$ cat src/rtl/sys_ctrl_pkg.sv
// Shared definitions for sys_ctrl: command opcodes, operand register
// addresses and the sequencer state encoding.
package sys_ctrl_pkg;

  localparam logic [7:0] CMD_RF_WR    = 8'hAA;
  localparam logic [7:0] CMD_RF_RD    = 8'hBB;
  localparam logic [7:0] CMD_ALU_OPR  = 8'hCC;
  localparam logic [7:0] CMD_ALU_NOPR = 8'hDD;

  localparam logic [3:0] OPA_ADDR = 4'h0;
  localparam logic [3:0] OPB_ADDR = 4'h1;

  typedef enum logic [3:0] {
    IDLE,
    WR_ADDR,
    WR_DATA,
    RD_ADDR,
    RD_WAIT,
    ALU_A,
    ALU_B,
    ALU_FUN,
    ALU_WAIT,
    TX_RD,
    TX_LSB,
    TX_MSB
  } state_e;

  function automatic logic is_opcode(input logic [7:0] b);
    return (b == CMD_RF_WR) || (b == CMD_RF_RD) ||
           (b == CMD_ALU_OPR) || (b == CMD_ALU_NOPR);
  endfunction

endpackage

$ cat src/rtl/sys_ctrl.sv
// Byte-command sequencer driving the register file, ALU and TX FIFO.
// Optional macro SYS_CTRL_CMD_ERR_EN adds a cmd_err pulse for discarded bytes.
module sys_ctrl
  import sys_ctrl_pkg::*;
#(
  parameter int DATA_WIDTH    = 8,
  parameter int ADDR_WIDTH    = 4,
  parameter int ALU_FUN_WIDTH = 4
) (
  input  logic                     clk,
  input  logic                     rst,
  input  logic [DATA_WIDTH-1:0]    rx_p_data,
  input  logic                     rx_d_valid,
  input  logic [DATA_WIDTH-1:0]    rf_rd_data,
  input  logic                     rf_rd_data_valid,
  input  logic [2*DATA_WIDTH-1:0]  alu_out,
  input  logic                     alu_out_valid,
  input  logic                     fifo_full,
  output logic [ADDR_WIDTH-1:0]    rf_address,
  output logic                     rf_wr_en,
  output logic [DATA_WIDTH-1:0]    rf_wr_data,
  output logic                     rf_rd_en,
  output logic                     alu_en,
  output logic [ALU_FUN_WIDTH-1:0] alu_fun,
  output logic                     clk_gate_en,
  output logic [DATA_WIDTH-1:0]    tx_p_data,
  output logic                     tx_d_valid,
`ifdef SYS_CTRL_CMD_ERR_EN
  output logic                     cmd_err,
`endif
  output logic                     clk_div_en
);

  state_e                   state_q;
  logic [ADDR_WIDTH-1:0]    wr_addr_q;
  logic [DATA_WIDTH-1:0]    rd_data_q;
  logic [2*DATA_WIDTH-1:0]  result_q;

  logic [ADDR_WIDTH-1:0]    rf_address_q;
  logic                     rf_wr_en_q;
  logic [DATA_WIDTH-1:0]    rf_wr_data_q;
  logic                     rf_rd_en_q;
  logic                     alu_en_q;
  logic [ALU_FUN_WIDTH-1:0] alu_fun_q;
  logic                     clk_gate_en_q;
  logic [DATA_WIDTH-1:0]    tx_p_data_q;
  logic                     tx_d_valid_q;

  // NOTE: every register here is written with <= so all state updates see
  // the pre-edge values; a blocking = would create ordering-dependent logic.
  always_ff @(posedge clk or posedge rst) begin
    if (rst) begin
      state_q       <= IDLE;
      wr_addr_q     <= '0;
      rd_data_q     <= '0;
      result_q      <= '0;
      rf_address_q  <= '0;
      rf_wr_en_q    <= 1'b0;
      rf_wr_data_q  <= '0;
      rf_rd_en_q    <= 1'b0;
      alu_en_q      <= 1'b0;
      alu_fun_q     <= '0;
      clk_gate_en_q <= 1'b0;
      tx_p_data_q   <= '0;
      tx_d_valid_q  <= 1'b0;
    end else begin
      rf_wr_en_q   <= 1'b0;
      rf_rd_en_q   <= 1'b0;
      alu_en_q     <= 1'b0;
      tx_d_valid_q <= 1'b0;

      case (state_q)
        IDLE: if (rx_d_valid) begin
          case (rx_p_data)
            CMD_RF_WR:    state_q <= WR_ADDR;
            CMD_RF_RD:    state_q <= RD_ADDR;
            CMD_ALU_OPR:  state_q <= ALU_A;
            CMD_ALU_NOPR: begin
              state_q       <= ALU_FUN;
              clk_gate_en_q <= 1'b1;
            end
            default:      state_q <= IDLE;
          endcase
        end
        WR_ADDR: if (rx_d_valid) begin
          wr_addr_q <= rx_p_data[ADDR_WIDTH-1:0];
          state_q   <= WR_DATA;
        end
        WR_DATA: if (rx_d_valid) begin
          rf_address_q <= wr_addr_q;
          rf_wr_data_q <= rx_p_data;
          rf_wr_en_q   <= 1'b1;
          state_q      <= IDLE;
        end
        RD_ADDR: if (rx_d_valid) begin
          rf_address_q <= rx_p_data[ADDR_WIDTH-1:0];
          rf_rd_en_q   <= 1'b1;
          state_q      <= RD_WAIT;
        end
        RD_WAIT: if (rf_rd_data_valid) begin
          rd_data_q <= rf_rd_data;
          state_q   <= TX_RD;
        end
        ALU_A: if (rx_d_valid) begin
          rf_address_q <= ADDR_WIDTH'(OPA_ADDR);
          rf_wr_data_q <= rx_p_data;
          rf_wr_en_q   <= 1'b1;
          state_q      <= ALU_B;
        end
        ALU_B: if (rx_d_valid) begin
          rf_address_q  <= ADDR_WIDTH'(OPB_ADDR);
          rf_wr_data_q  <= rx_p_data;
          rf_wr_en_q    <= 1'b1;
          clk_gate_en_q <= 1'b1;
          state_q       <= ALU_FUN;
        end
        ALU_FUN: if (rx_d_valid) begin
          alu_fun_q <= rx_p_data[ALU_FUN_WIDTH-1:0];
          alu_en_q  <= 1'b1;
          state_q   <= ALU_WAIT;
        end
        ALU_WAIT: if (alu_out_valid) begin
          result_q      <= alu_out;
          clk_gate_en_q <= 1'b0;
          state_q       <= TX_LSB;
        end
        // Each TX state advances only on a cycle the FIFO can take the byte.
        TX_RD: if (!fifo_full) begin
          tx_p_data_q  <= rd_data_q;
          tx_d_valid_q <= 1'b1;
          state_q      <= IDLE;
        end
        TX_LSB: if (!fifo_full) begin
          tx_p_data_q  <= result_q[DATA_WIDTH-1:0];
          tx_d_valid_q <= 1'b1;
          state_q      <= TX_MSB;
        end
        TX_MSB: if (!fifo_full) begin
          tx_p_data_q  <= result_q[2*DATA_WIDTH-1:DATA_WIDTH];
          tx_d_valid_q <= 1'b1;
          state_q      <= IDLE;
        end
        default: state_q <= IDLE;
      endcase
    end
  end

`ifdef SYS_CTRL_CMD_ERR_EN
  logic rx_drop;
  logic cmd_err_q;

  // NOTE: a default assignment ahead of the case keeps this purely
  // combinational; leaving any path unassigned would infer a latch.
  always_comb begin
    rx_drop = 1'b0;
    if (rx_d_valid) begin
      case (state_q)
        IDLE:                                        rx_drop = !is_opcode(rx_p_data);
        RD_WAIT, ALU_WAIT, TX_RD, TX_LSB, TX_MSB:    rx_drop = 1'b1;
        default:                                     rx_drop = 1'b0;
      endcase
    end
  end

  always_ff @(posedge clk or posedge rst) begin
    if (rst) cmd_err_q <= 1'b0;
    else     cmd_err_q <= rx_drop;
  end

  assign cmd_err = cmd_err_q;
`endif

  assign rf_address  = rf_address_q;
  assign rf_wr_en    = rf_wr_en_q;
  assign rf_wr_data  = rf_wr_data_q;
  assign rf_rd_en    = rf_rd_en_q;
  assign alu_en      = alu_en_q;
  assign alu_fun     = alu_fun_q;
  assign clk_gate_en = clk_gate_en_q;
  assign tx_p_data   = tx_p_data_q;
  assign tx_d_valid  = tx_d_valid_q;
  assign clk_div_en  = 1'b1;

endmodule

$ cat config.mk
export PLATFORM = sky130hd
export DESIGN_NAME = sys_ctrl
export DESIGN_NICKNAME = d
export VERILOG_FILES = /design/src/rtl/sys_ctrl_pkg.sv /design/src/rtl/sys_ctrl.sv
export SDC_FILE = /design/constraint.sdc
export NUM_CORES = 1
export LEC_CHECK = 0
export CAP_MARGIN = 20
export CORE_MARGIN = 8
export CORE_UTILIZATION = 53
export CTS_CLUSTER_SIZE = 16
export DETAILED_ROUTE_END_ITERATION = 7
export PLACE_DENSITY = 0.85
export SLEW_MARGIN = 15
export SYNTH_ARGS = -nofsm -noshare
export SYNTH_HDL_FRONTEND = slang
export SYNTH_SLANG_ARGS = --single-unit
$ cat constraint.sdc
create_clock -name clk -period 4 [get_ports clk]
set_input_delay 0.8 -clock clk [delete_from_list [all_inputs] [get_ports clk]]
set_output_delay 0.8 -clock clk [all_outputs]
set_load 0.05 [all_outputs]
* Word-level counts from Yosys, hierarchy flattened
Cells that the tools add are included.
Operators by class: eq/ne operators 29, multiplexer cells 32, reduce and logical (&&, ||, !) cells 16
Operators by type and width (number):
- 4-bit two-way mux | 14
- 4-bit case mux with 11 select lines | 1
- 8-bit == test (second input constant) | 4
- 2-bit inequality test (second input constant) | 13
- 8-bit two-way mux | 3
- 8-bit case mux with 3 select lines | 1
- 4-bit by 3-bit == test with 1-bit output (second input constant) | 4
- 4-bit == test (second input constant) | 4
- 4-bit case mux with 4 select lines | 1
- 3-bit case mux with 4 select lines | 1
- 11-bit AND reduction | 1
- 1-bit two-way mux | 10
- 2-bit AND reduction | 5
- 5-bit AND reduction | 2
- 4-bit by 2-bit == test with 1-bit output (second input constant) | 2
- 3-bit nonzero test | 2
- 3-bit OR reduction | 2
- 4-bit by 1-bit == test with 1-bit output (second input constant) | 1
- 4-bit logical NOT | 1
- 4-bit AND reduction | 1
- 4-bit nonzero test | 1
- 1-bit case mux with 3 select lines | 1
- 2-bit by 1-bit inequality test with 1-bit output (second input constant) | 1
- 2-bit OR reduction | 1
Word-level totals: flip-flop bits (word level) 61, bits of input ports 38, logic and storage cells 90

* Longest topological paths before layout
word-level depth 4, gate-level depth with buffers 7, mapped depth without buffers 4

* Worst setup path after synthesis
No wires, ideal clock.
path type in2reg, from in rf_rd_data_valid, to reg state_q[0], setup time 128 ps, arrival 1969 ps, path slack 1903 ps, stages on the path 4, buffers on the path 0, path through or4b_1 a21oi_1 or3_1 mux2_1
Between the ends: cells in the longest elaborated chain, start to end 2
Ends and longest elaborated chain:
- start: declaration | line sys_ctrl.sv:15 | input logic rf_rd_data_valid,
- 2-bit inequality test (no source line)
- 11-bit AND reduction (no source line)
- end signal: assignment | line sys_ctrl.sv:53 | state_q <= IDLE;
- end signal: assignment | line sys_ctrl.sv:75 | CMD_RF_WR: state_q <= WR_ADDR;
- end signal: assignment | line sys_ctrl.sv:76 | CMD_RF_RD: state_q <= RD_ADDR;
- end: declaration | line sys_ctrl.sv:34 | state_e state_q;
No other way between the ends. A chain may end at the register's enable or synchronous reset.

* Worst setup path after layout
from in rx_p_data[1], to reg state_q[1]
Between the ends: cells in the longest elaborated chain, start to end 4, elaborated cells on any way between the ends 7
Ends and longest elaborated chain:
- start: declaration | line sys_ctrl.sv:12 | input logic [DATA_WIDTH-1:0] rx_p_data,
- 8-bit == test | line sys_ctrl.sv:74 | case (rx_p_data)
- 3-bit case mux with 4 select lines * | line sys_ctrl.sv:74
- 4-bit two-way mux * | line sys_ctrl.sv:73 | IDLE: if (rx_d_valid) begin
- 4-bit case mux with 11 select lines * | line sys_ctrl.sv:72 | case (state_q)
- end signal: assignment | line sys_ctrl.sv:75
- end signal: assignment | line sys_ctrl.sv:76
- end signal: assignment | line sys_ctrl.sv:77 | CMD_ALU_OPR: state_q <= ALU_A;
Mark *: on every way between the ends. The rest lies on a longest branch, timed or not. The select of a mux whose other input is x is not followed.

==> run metrics <==
post-detailed-route count of antenna-violating nets 0; Crit path largest cell delay 680 ps; DIE AREA 7830 um^2; Syn. warnings 0; area leader, netlist dfrtp_1; sw frac 0.410; Tmin final 2540 ps; GPL Wtd Cong 0.887; Syn Nets 273; CP max FO 6; initial antenna violation count 0; final setup TNS 0 ps; WL met2 3230 um; status completed; fill cell count 391; Post-Syn Area 2790 um^2; unrepaired setup endpoints after global routing no; I/O pins 68; maxcap violations 0; largest net degree at the start of global routing 50; DPL Wire Length 4600 um; routed vias 2023; Hold Violations, Final 0; Worst slew margin 0.407; Worst EP required 4270 ps; Final Max Slew Viols 0; Overflow after GRT 0; vias in the first global route 2115; CP bufs+invs 1; nets 338; crit path capture type flop; most frequent cells after synthesis 61 x dfrtp_1, 40 x mux2_2, 22 x nand2_1; Final setup viols 0; H-tree Lvls 3; Post-synth EDFFs 0; Leakage 0.00154 uW; WL final 6400 um; Global Route Usage Sum 0.178; worst-path cell chain clkdlybuf4s50_1, nor4bb_1, o211ai_1, a2111oi_0, a221o_1; Post-CTS Resized 0; CTS tree done; TritonCTS Buffers 9; post-placement cell area 3470 um^2; met3 routed WL 408 um; CTS sink count 61; post-synth top area share 0.548; share of layout cells above drive strength 1 0.207; Top Metal Used met4; data arrival time of the worst path 2810 ps; WL/cell 17.1 um; Int Pwr 1620 uW; Hold Path Class flop to flop; Ant. Diodes 0; sequential area share after synthesis 0.548; postcts setup bufs 0; Reg area 1530 um^2; Yosys reg bits 61; post-synthesis area per instance 11.9 um^2; Die Ht 88.5 um; Max IR drop VDD 0.608 mV; Initial Utilization 0.546; Finished Layout Cells 375; root buf cell clkbuf_8; crit path kind input pin to flop; Gate power share 0.443; Clock Power Share 0.165; Post-Syn Instances 235; Max Clock Freq 393 MHz; Final Cycle Share 0.636; first-pass GRT wire length 10400 um; clock buffer depth 2; Skew-Pair Late Insertion Delay 330 ps; Top delay family on crit path compound AO/OA/AOI/OAI gates; Primary FF master, synth dfrtp_1; post-synthesis cell type count 49; asr flop ratio synth 1.00; Setup Skew 7.32 ps; slowest cell on the critical path nor4bb_1; vias per inst 5.39; area growth from synthesis to layout 31.0%; PD cells 754 nW/um^2; sw power 1130 uW; area of the multi-input gates 1170 um^2; Worst-Margin Slew 888 ps; CP startpoint kind input pin; Area contributors post-synth dfrtp_1 55%, mux2_2 16%, nand2_1 3.0%; hold_buf cts 0; drt drc 0; core footprint 5110 um^2; total power 2750 uW; Inst Count DP 358; site row count 26; top-count cell post-synth dfrtp_1; buffers added on ports 66; sequential share of power 0.391; Metal-1 WL 2660 um; CTS clock-pin slew for the worst setup and hold paths 60 ps; final instance area 3650 um^2; TritonRoute pass-1 iters 4; Die X 88.5 um; Iter 0 DRT Violations 205
logic make-up after synthesis:
kind of cell,count (synthesis),share of synthesized area
multiplexers,43,0.173
flip-flops,61,0.548
AO/OA/AOI/OAI,45,0.118
buffers and inverters,18,0.0305
XOR/XNOR,3,0.00943
other,1,0.00135
AND/OR/NAND/NOR,64,0.120
path summary, 6_finish.rpt:
path	cells after the start	from	to	slack, ps
setup / recovery	5	rx_p_data[1]	state_q[1]$_DFFE_PP0P_	1460
max in group asynchronous	4	rst	result_q[5]$_DFFE_PP0P_	2560
hold / removal	2	tx_p_data[6]$_DFFE_PP0P_	tx_p_data[6]$_DFFE_PP0P_	480
hold reg to reg	2	tx_p_data[6]$_DFFE_PP0P_	tx_p_data[6]$_DFFE_PP0P_	480
min in group asynchronous	2	rst	alu_fun[3]$_DFFE_PP0P_	720
setup reg to reg	4	state_q[0]$_DFFE_PP0P_	state_q[0]$_DFFE_PP0P_	1650
worst min-delay path: cells and delay by family, from the launching register on:
family | cells | cell delay [ps]
AO/OA/AOI/OAI | 1 | 60
AND/OR/NAND/NOR | 1 | 40
flip-flops | 1 | 340
layout by cell type, fill, tap and decap left out, types with 2 or more instances in the layout:
cell type and count:
mux2i_1 2, nand2_1 22, clkbuf_8 9, dfrtp_1 61, or3_1 2, a22oi_1 4
nor2b_1 5, clkdlybuf4s50_1 66, nand3b_1 2, inv_1 3, o31ai_1 3, xnor2_1 2
nor3_1 4, nand3_1 2, o21ai_0 8, a221oi_1 8, clkbuf_1 2, clkinv_2 4
nor2_1 13, and3_1 2, mux2_2 40, a21oi_1 9, o21a_1 2, nor4bb_1 2
power by group through the flow:
stage | Sequential (uW) | Clock, uW | Combinational [uW]
after floorplan | 1370 | 0 | 562
after global placement | 1070 | 0 | 1200
after detailed placement | 1080 | 0 | 1220
after CTS | 1080 | 463 | 1230
after global routing | 1110 | 488 | 1300
final | 1080 | 455 | 1220
flip-flops by register name, indices dropped and copies added (netlist names):
signal,cells
state_q,4
wr_addr_q,4
tx_d_valid,1
alu_en,1
tx_p_data,8
rf_address,4
rf_wr_data,8
result_q,16
alu_fun,4
clk_gate_en,1
rf_rd_en,1
rf_wr_en,1
rd_data_q,8
final cells by class:
| type | count | share of cell area |
|---|---|---|
| repair buffers | 68 | 0.188 |
| flip-flops and latches | 61 | 0.418 |
| well taps | 70 | 0.0240 |
| clock inverters | 5 | 0.00754 |
| inverters | 4 | 0.00411 |
| multi-input cells | 156 | 0.322 |
| clock buffers | 11 | 0.0360 |
metrics by stage:
step / worst slack [ps] / hold WS (ps) / util
after floorplan: 1690 / 479 / -
after global placement: 1180 / 461 / 0.680
after detailed placement: 1140 / 469 / 0.680
after CTS: 1470 / 483 / 0.711
after global routing: 1240 / 513 / 0.715
final: 1460 / 479 / 0.715
per-layer routing:
metal  up-vias  track usage
li1        983            -
met1       973        0.212
met2        60        0.286
met3         7       0.0446
met4         0        0.104
met5         -            0
Note: power is estimated with default switching activity, not from simulation.
